File: src/rtl/config_chain_loader.sv
`default_nettype none
// ============================================================================
// Module   : config_chain_loader
// Purpose  : Streams the configuration bitstream from the host word interface
//            into the serial config scan chain that threads the fabric tiles.
//            Each WORD_WIDTH-bit word is accepted on valid/ready and shifted
//            out LSB-first, one bit per cycle. After the last chain bit, a
//            one-cycle cfg_set pulse tells every tile to latch its shifted
//            config. This block is the fabric's only config source.
// Revision : 1.0 - initial release
// ----------------------------------------------------------------------------
// Parameters
//   WORD_WIDTH : bits per host word (>= 2)
//   CHAIN_LEN  : total config bits in the scan chain (>= 1)
// Ports
//   clk      in   1           config clock, rising edge
//   rst      in   1           synchronous active-high reset
//   start    in   1           one-cycle pulse that begins a new load
//   in_data  in   WORD_WIDTH  config word, bit 0 shifted first
//   in_valid in   1           in_data valid
//   in_ready out  1           word accepted this cycle when in_valid is high
//   cfg_en   out  1           scan-chain shift enable
//   cfg_bit  out  1           serial config data, valid while cfg_en is high
//   cfg_set  out  1           one-cycle latch pulse after the final bit
//   busy     out  1           load in progress
//   done     out  1           last load completed; held until start or rst
// ============================================================================
module config_chain_loader #(
    parameter int WORD_WIDTH = 32,
    parameter int CHAIN_LEN  = 1024
) (
    input  logic                  clk,
    input  logic                  rst,
    input  logic                  start,
    input  logic [WORD_WIDTH-1:0] in_data,
    input  logic                  in_valid,
    output logic                  in_ready,
    output logic                  cfg_en,
    output logic                  cfg_bit,
    output logic                  cfg_set,
    output logic                  busy,
    output logic                  done
);

    // ------------------------------------------------------------------------
    // Derived sizes
    // ------------------------------------------------------------------------
    localparam int NWORDS    = (CHAIN_LEN + WORD_WIDTH - 1) / WORD_WIDTH;
    // The final word only carries what is left of the chain; its upper bits
    // are never shifted out.
    localparam int LAST_BITS = CHAIN_LEN - (NWORDS - 1) * WORD_WIDTH;
    localparam int WC_W      = $clog2(NWORDS + 1);
    localparam int BL_W      = $clog2(WORD_WIDTH + 1);

    localparam logic [WC_W-1:0] c_NWORDS    = WC_W'(NWORDS);
    localparam logic [WC_W-1:0] c_LAST_IDX  = WC_W'(NWORDS - 1);
    localparam logic [WC_W-1:0] c_WC_ONE    = WC_W'(1);
    localparam logic [BL_W-1:0] c_FULL_BITS = BL_W'(WORD_WIDTH);
    localparam logic [BL_W-1:0] c_LAST_BITS = BL_W'(LAST_BITS);
    localparam logic [BL_W-1:0] c_BL_ONE    = BL_W'(1);

    // ------------------------------------------------------------------------
    // State encoding
    // ------------------------------------------------------------------------
    localparam logic [2:0] c_ST_IDLE  = 3'd0;
    localparam logic [2:0] c_ST_LOAD  = 3'd1;
    localparam logic [2:0] c_ST_SHIFT = 3'd2;
    localparam logic [2:0] c_ST_SET   = 3'd3;
    localparam logic [2:0] c_ST_DONE  = 3'd4;

    logic [2:0]            r_state;
    logic [2:0]            w_state_nxt;
    logic [WORD_WIDTH-1:0] r_sreg;
    logic [WC_W-1:0]       r_word_cnt;
    logic [BL_W-1:0]       r_bits_left;

    logic                  w_accept;
    logic                  w_last_bit;
    logic                  w_last_word;

    // A word is taken only while parked in LOAD; in_valid elsewhere is ignored.
    assign w_accept    = (r_state == c_ST_LOAD) && in_valid;
    assign w_last_bit  = (r_bits_left == c_BL_ONE);
    // word_cnt has already been bumped for the word currently shifting.
    assign w_last_word = (r_word_cnt == c_NWORDS);

    // ------------------------------------------------------------------------
    // State register
    // ------------------------------------------------------------------------
    always_ff @(posedge clk) begin
        if (rst) begin
            r_state <= c_ST_IDLE;
        end else begin
            r_state <= w_state_nxt;
        end
    end

    // ------------------------------------------------------------------------
    // Next-state logic
    // ------------------------------------------------------------------------
    always_comb begin
        w_state_nxt = r_state;
        case (r_state)
            c_ST_IDLE,
            c_ST_DONE: begin
                if (start) begin
                    w_state_nxt = c_ST_LOAD;
                end
            end
            c_ST_LOAD: begin
                if (w_accept) begin
                    w_state_nxt = c_ST_SHIFT;
                end
            end
            c_ST_SHIFT: begin
                if (w_last_bit) begin
                    w_state_nxt = w_last_word ? c_ST_SET : c_ST_LOAD;
                end
            end
            c_ST_SET: begin
                w_state_nxt = c_ST_DONE;
            end
            default: begin
                w_state_nxt = c_ST_IDLE;
            end
        endcase
    end

    // ------------------------------------------------------------------------
    // Shift register and counters
    // ------------------------------------------------------------------------
    always_ff @(posedge clk) begin
        if (rst) begin
            r_sreg      <= '0;
            r_word_cnt  <= '0;
            r_bits_left <= '0;
        end else begin
            case (r_state)
                c_ST_IDLE,
                c_ST_DONE: begin
                    if (start) begin
                        r_word_cnt  <= '0;
                        r_bits_left <= '0;
                    end
                end
                c_ST_LOAD: begin
                    if (w_accept) begin
                        r_sreg      <= in_data;
                        r_word_cnt  <= r_word_cnt + c_WC_ONE;
                        // Compare against the pre-increment count to pick the
                        // length of the word being captured now.
                        r_bits_left <= (r_word_cnt == c_LAST_IDX) ? c_LAST_BITS
                                                                  : c_FULL_BITS;
                    end
                end
                c_ST_SHIFT: begin
                    r_sreg      <= {1'b0, r_sreg[WORD_WIDTH-1:1]};
                    r_bits_left <= r_bits_left - c_BL_ONE;
                end
                default: begin
                end
            endcase
        end
    end

    // ------------------------------------------------------------------------
    // Outputs: decoded purely from registered state so the tile-facing
    // signals are glitch-free.
    // ------------------------------------------------------------------------
    assign in_ready = (r_state == c_ST_LOAD);
    assign cfg_en   = (r_state == c_ST_SHIFT);
    assign cfg_bit  = (r_state == c_ST_SHIFT) && r_sreg[0];
    assign cfg_set  = (r_state == c_ST_SET);
    assign busy     = (r_state == c_ST_LOAD) || (r_state == c_ST_SHIFT) ||
                      (r_state == c_ST_SET);
    assign done     = (r_state == c_ST_DONE);

endmodule
`default_nettype wire

File: config.mk
export PLATFORM = sky130hd
export DESIGN_NAME = config_chain_loader
export DESIGN_NICKNAME = d
export VERILOG_FILES = /design/src/rtl/config_chain_loader.sv
export SDC_FILE = /design/constraint.sdc
export NUM_CORES = 1
export LEC_CHECK = 0
export ABC_AREA = 1
export CAP_MARGIN = 5
export CELL_PAD_IN_SITES_DETAIL_PLACEMENT = 1
export CELL_PAD_IN_SITES_GLOBAL_PLACEMENT = 2
export CORE_MARGIN = 3
export CORE_UTILIZATION = 30
export DETAILED_ROUTE_END_ITERATION = 10
export HOLD_SLACK_MARGIN = 0.12
export PLACE_DENSITY = 0.89
export RECOVER_POWER = 25
export SYNTH_ARGS = -nofsm -noshare
export SYNTH_HDL_FRONTEND = slang
export SYNTH_SLANG_ARGS = --single-unit
export TNS_END_PERCENT = 30
File: constraint.sdc
create_clock -name clk -period 3.5 [get_ports clk]
set_clock_uncertainty 0.15 [all_clocks]
set_input_delay 0.875 -clock clk [delete_from_list [all_inputs] [get_ports clk]]
set_output_delay 0.875 -clock clk [all_outputs]
set_load 0.02 [all_outputs]
==> impl_results.md <==
* Status: complete, no violations
* CP endpoint kind: output pin
* Total wire length at 5580 um
* Setup TNS at 0 ns
* Unique masters post-synth at 23
* Max-Slew Margin vs Limit at 23.3%
* Reg area at approximately 940 um2
* Cts bufs inserted at 5
* WP data required at 2.47 ns
* Post-CTS setup-driven buffer insertion count at 0
* Grt met2 use at 22.2%
* Critical path class: flip-flop to output pin
* Synthesis-to-layout area growth at 24.8%
* Root Buffer: clkbuf_8
* Clock Pin Slew Worst Setup and Hold Paths at 0.09 ns
* Worst r2r path cells at 7
* MaxCap Viol Count at 0
* Overall power at 0.00234 W
* Clock share of power at 17.7%
* Vias at 2207
* PwrDens at ~800 nW/um2
* Final period utilization at 81.6%
* Met1 usage at 17.4%
* Slew Limit Fails at 0
* Count of input and output buffers at 41
* H-Tree Depth at 2
* Switch share at 42.6%
* Vias/cell at 4.57
* Worst-Margin Slew at 1.15 ns
* Antenna violations before repair at 0
* Max Freq at 350 MHz
* Die area at around 9000 um2
* Reg2reg setup slack at 1.45 ns
* CTS tree: done
* Total track usage at 13.4%
* Setup violators final at 0
* Most frequent cells in the layout: nand2_1, inv_1, dfxtp_1, o21ai_0, a21oi_1
* Worst hold path depth at 2
* Initial DRC Count at 73
* Peak VDD IR at approximately 0.00021 V
* DR DRC count at 0
* CP Data Arrival Time at 1.83 ns
* Mean Syn Cell Area at 6.77 um2
* #FFs+latches synth at between 40 and 50
* Most common cell after layout, fill and taps aside: nand2_1
* CP Max Fanout at 10
* Unrepaired setup endpoints after global routing: false
* P_leak at ~1.2 nW
* GRT overflow at 0
* Io pins at 42
* Clock latency on the worst-skew pair at 0.31 ns
* Synth Instances at 347
* Ant. Diodes at 0
* Tmin final at 2.86 ns
* Fillers at 960
* Psw at between 0.0009 and 0.001 W
* Type of origin of the critical path: flip-flop
* Routability congestion estimate from global placement at 0.771
* First-pass GRT wire length at 9600 um
* Vias in the first global route at 2164
* Cell Rows at 31
* Area of the multi-input gates at about 1100 um2
* GR Util met3 at between 3 and 4%
* Share of cells above drive strength 1 at under 10%
* Core area at 7410 um2
* PostCTS Resize Cnt at 0
* Final ANT Viol Nets at 0
* Hold_buf cts at 0
* DR pass1 iterations at 4
* Mapped cell area at 2350 um2
* Int Pwr at 0.00134 W
* Most Crowded Layer GR: met2
* Clock Sinks at 47
* Mapped Nets at approximately 390
* HPWL Detailed at 3970 um
* Hold Path Class: flip-flop to flip-flop
* Hold Fails Final Rpt at 0
* Reg power frac at 35.7%
* Die W at 94.5 um
* Largest net degree at the start of global routing at 64
* Die Ht at 94.5 um
* CTS max path bufs at 2
* Routed wire per std cell at 11.5 um
* Nets@finish at between 400 and 500
* Combinational power share at 46.6%
* Seq/Total Area, Yosys at 40.1%
* Synth warn at 0
* Initial Utilization at 31.7%
-- through the flow --
step,utilization [%],hold WS (ns),std cells,instance area [um2],setup WS [ns]
after floorplan,-,0.274,347,2350,1.35
after global placement,38.0,0.284,475,2820,0.841
after detailed placement,38.0,0.292,475,2820,0.763
after CTS,39.6,0.306,483,2930,0.605
after global routing,39.6,0.332,483,2930,0.507
final,39.6,0.303,483,2930,0.644
-- per-layer routing --
layer  up-vias  part of all wire, %
met5         -                    0
met4         0                 0.93
met3         5                  3.3
met2        28                   46
met1       993                   50
li1       1181                    -
-- worst max-delay path, cell delays in order (launching register included) --
cell	delay, ns
dfxtp_1	0.36
inv_2	0.10
nand3_2	0.18
inv_2	0.24
clkdlybuf4s50_1	0.64
-- state kept, by name (all words and copies together) (netlist names) --
register     cells
r_state          3
r_sreg          32
r_bits_left      6
r_word_cnt       6
-- power by group through the flow --
stage | sequential (W) | combinational [W] | clock [W]
floorplan | 0.000825 | 0.000876 | 0
global placement | 0.000839 | 0.00108 | 0
detailed placement | 0.000848 | 0.00111 | 0
CTS | 0.000836 | 0.00112 | 0.000434
global route | 0.000857 | 0.00128 | 0.000453
finish | 0.000833 | 0.00109 | 0.000414
-- cell type report --
| cell class | count | area share, % |
|---|---|---|
| sequential | 47 | 32.1 |
| timing repair buffer | 46 | 15.2 |
| inverter | 52 | 6.66 |
| multi-input combinational | 231 | 37.9 |
| tap | 99 | 4.23 |
| clock inverter | 3 | 1.62 |
| clock buffer | 5 | 2.35 |
-- worst paths after layout --
check | start | end
min reg2reg | r_sreg[4] | r_sreg[4]
max | r_state[2] | cfg_en
min | r_sreg[4] | r_sreg[4]
max reg2reg | r_state[2] | r_sreg[0]
-- kinds of logic (layout without fill, tap and decap cells) --
| logic type | Yosys count | after routing | share of synthesized area, % |
|---|---|---|---|
| and+or+nand+nor | 115 | 115 | 20.1 |
| AOI/OAI and AO/OA | 108 | 108 | 23.5 |
| buffers and inverters | 69 | 106 | 12.7 |
| DFF | 47 | 47 | 40.1 |
| adders and majority gates | 4 | 4 | 2.13 |
| xor gates and xnor gates | 4 | 4 | 1.49 |
-- synthesized netlist by cell type --
library cell   n  area share [%]
nor3_1         3            0.64
nand3_2        2            0.85
buf_1          1            0.16
o21ai_0       36             7.7
buf_6          3             1.4
nand4_1        2            0.53
nand3_1       12             2.6
dfxtp_1       47              40
o21ai_1       28             6.0
buf_2          4            0.85
or2_1          1            0.27
a21oi_1       43             9.2
inv_1         47             7.5
buf_4          3            0.96
or2_2          1            0.27
nand2_1       70              11
inv_2          5            0.80
xnor2_1        1            0.37
ha_1           4             2.1
xor2_1         3             1.1
nor2_1        24             3.8
a21oi_4        1            0.69
clkbuf_1       6            0.96
Power figures use the tool's default switching activity.
==> RTL change, RTL diff (same flow settings) <==
Set the parameter `WORD_WIDTH` to 64 (it was 32).
--- a/src/rtl/config_chain_loader.sv
+++ b/src/rtl/config_chain_loader.sv
@@ -28,3 +28,3 @@
 module config_chain_loader #(
-    parameter int WORD_WIDTH = 32,
+    parameter int WORD_WIDTH = 64,
     parameter int CHAIN_LEN  = 1024
Interface: changed (resized in_data); port bits go from 42 to 74. The function was not compared with the original's and may differ.
==> RTL change against the unedited design <==
Die area is 59% higher. Worst setup slack worse by 22 ps. Wire length rose by 98%. Sequential cell count is 32 higher. Final area is 70% higher. Synthesized area rose by 63%. Count of clock-buffer cells in the layout rose by 6. Total power up 84%. Global-route usage is 2.4 points higher. First-iteration DRC count increased by 130%. Critical path type unchanged. Largest power group unchanged.
==> RTL change: results <==
{
  "synthesis.nets": 693,
  "synth-adder-area-share": 0.0130,
  "nFillCells": 1585,
  "synthCells": 621,
  "portBuffers": 73,
  "drt_iter0_markers": 168,
  "place_congestion": 0.756,
  "outcome": "completed",
  "clockRootBuffer": "clkbuf_16",
  "grt_pass1_wl_um": 18800,
  "grt_usage": 0.158,
  "synth_common_cells": "nand2_1 (225), nor2_1 (147), dfxtp_1 (79), o21ai_0 (50), inv_1 (21)",
  "clk_pin_slew_ps": 60,
  "cp_max_fo": 6,
  "synthTopCellsByArea": "dfxtp_1 (41%), nand2_1 (22%), nor2_1 (14%)",
  "vias": 3926,
  "htreeDepth": 3,
  "final_nets": 748,
  "synth_cell_type_count": 20,
  "dp.cells": 833,
  "biggestRegsByFlops": "r_sreg x64, r_bits_left x7, r_word_cnt x5",
  "crit_arrival_ps": 1850,
  "synth-compound-area-share": 0.109,
  "p_int_uw": 2510,
  "drive_gt1_frac": 0.0308,
  "clk_latency_ps": 330,
  "critPathMaxStageDelay_ps": 620,
  "slew_headroom": 0.0340
}
## RTL change: logic make-up (layout without fill, tap and decap cells)
group,count (synthesis),after routing
AND/OR/NAND/NOR,395,395
adder cells (fa/ha/maj),4,4
buffers and inverters,59,119
AO/OA/AOI/OAI,82,82
XOR/XNOR,2,2
flip-flops,79,79
## RTL change: per-stage QoR
stage	util	setup slack [ps]	total power (uW)	area, um^2
after floorplan	-	1160	2820	3840
after global placement	0.381	631	3250	4670
after detailed placement	0.381	533	3350	4670
after CTS	0.407	558	4380	4990
after global routing	0.405	488	4720	4970
final	0.405	622	4300	4970
## RTL change: cell type report
cell class                 instances  area (um^2)  area share
clock buffer                      11          233      0.0468
clock inverter                     5         82.6      0.0166
inverter                          24         90.1      0.0181
multi-input combinational        483         2000       0.403
sequential                        79         1580       0.318
tap                              168          210      0.0423
timing repair buffer              79          771       0.155
## RTL change: worst paths after layout
check | from | to | slack, ps | cells after the start
max | r_state[0]$_SDFFE_PP0P_ | done | 620 | 4
max reg2reg | r_state[2]$_SDFFE_PP0P_ | r_bits_left[6]$_SDFFE_PP0P_ | 810 | 10
min | r_bits_left[0]$_SDFFE_PP0P_ | r_bits_left[0]$_SDFFE_PP0P_ | 340 | 2
min reg2reg | r_bits_left[0]$_SDFFE_PP0P_ | r_bits_left[0]$_SDFFE_PP0P_ | 340 | 2
## RTL change: worst max-delay path: cells and delay by family, from the launching register on
kind	cells	cell delay, ps
AND/OR/NAND/NOR	2	400
buffers and inverters	2	750
flip-flops	1	380
## RTL change: power groups by stage
| stage | Sequential (uW) | Combinational, uW | Clock (uW) |
|---|---|---|---|
| floorplan | 1470 | 1350 | 0 |
| finish | 1520 | 1790 | 993 |
| global route | 1570 | 2090 | 1060 |
| CTS | 1520 | 1840 | 1020 |
| global placement | 1510 | 1740 | 0 |
| detailed placement | 1530 | 1820 | 0 |
## RTL change: layer usage
metal / track usage / routed length (um)
met1: 0.187 / 5060
met2: 0.284 / 5360
met3: 0.0351 / 481
met4: 0.0478 / 149
met5: 0 / 0
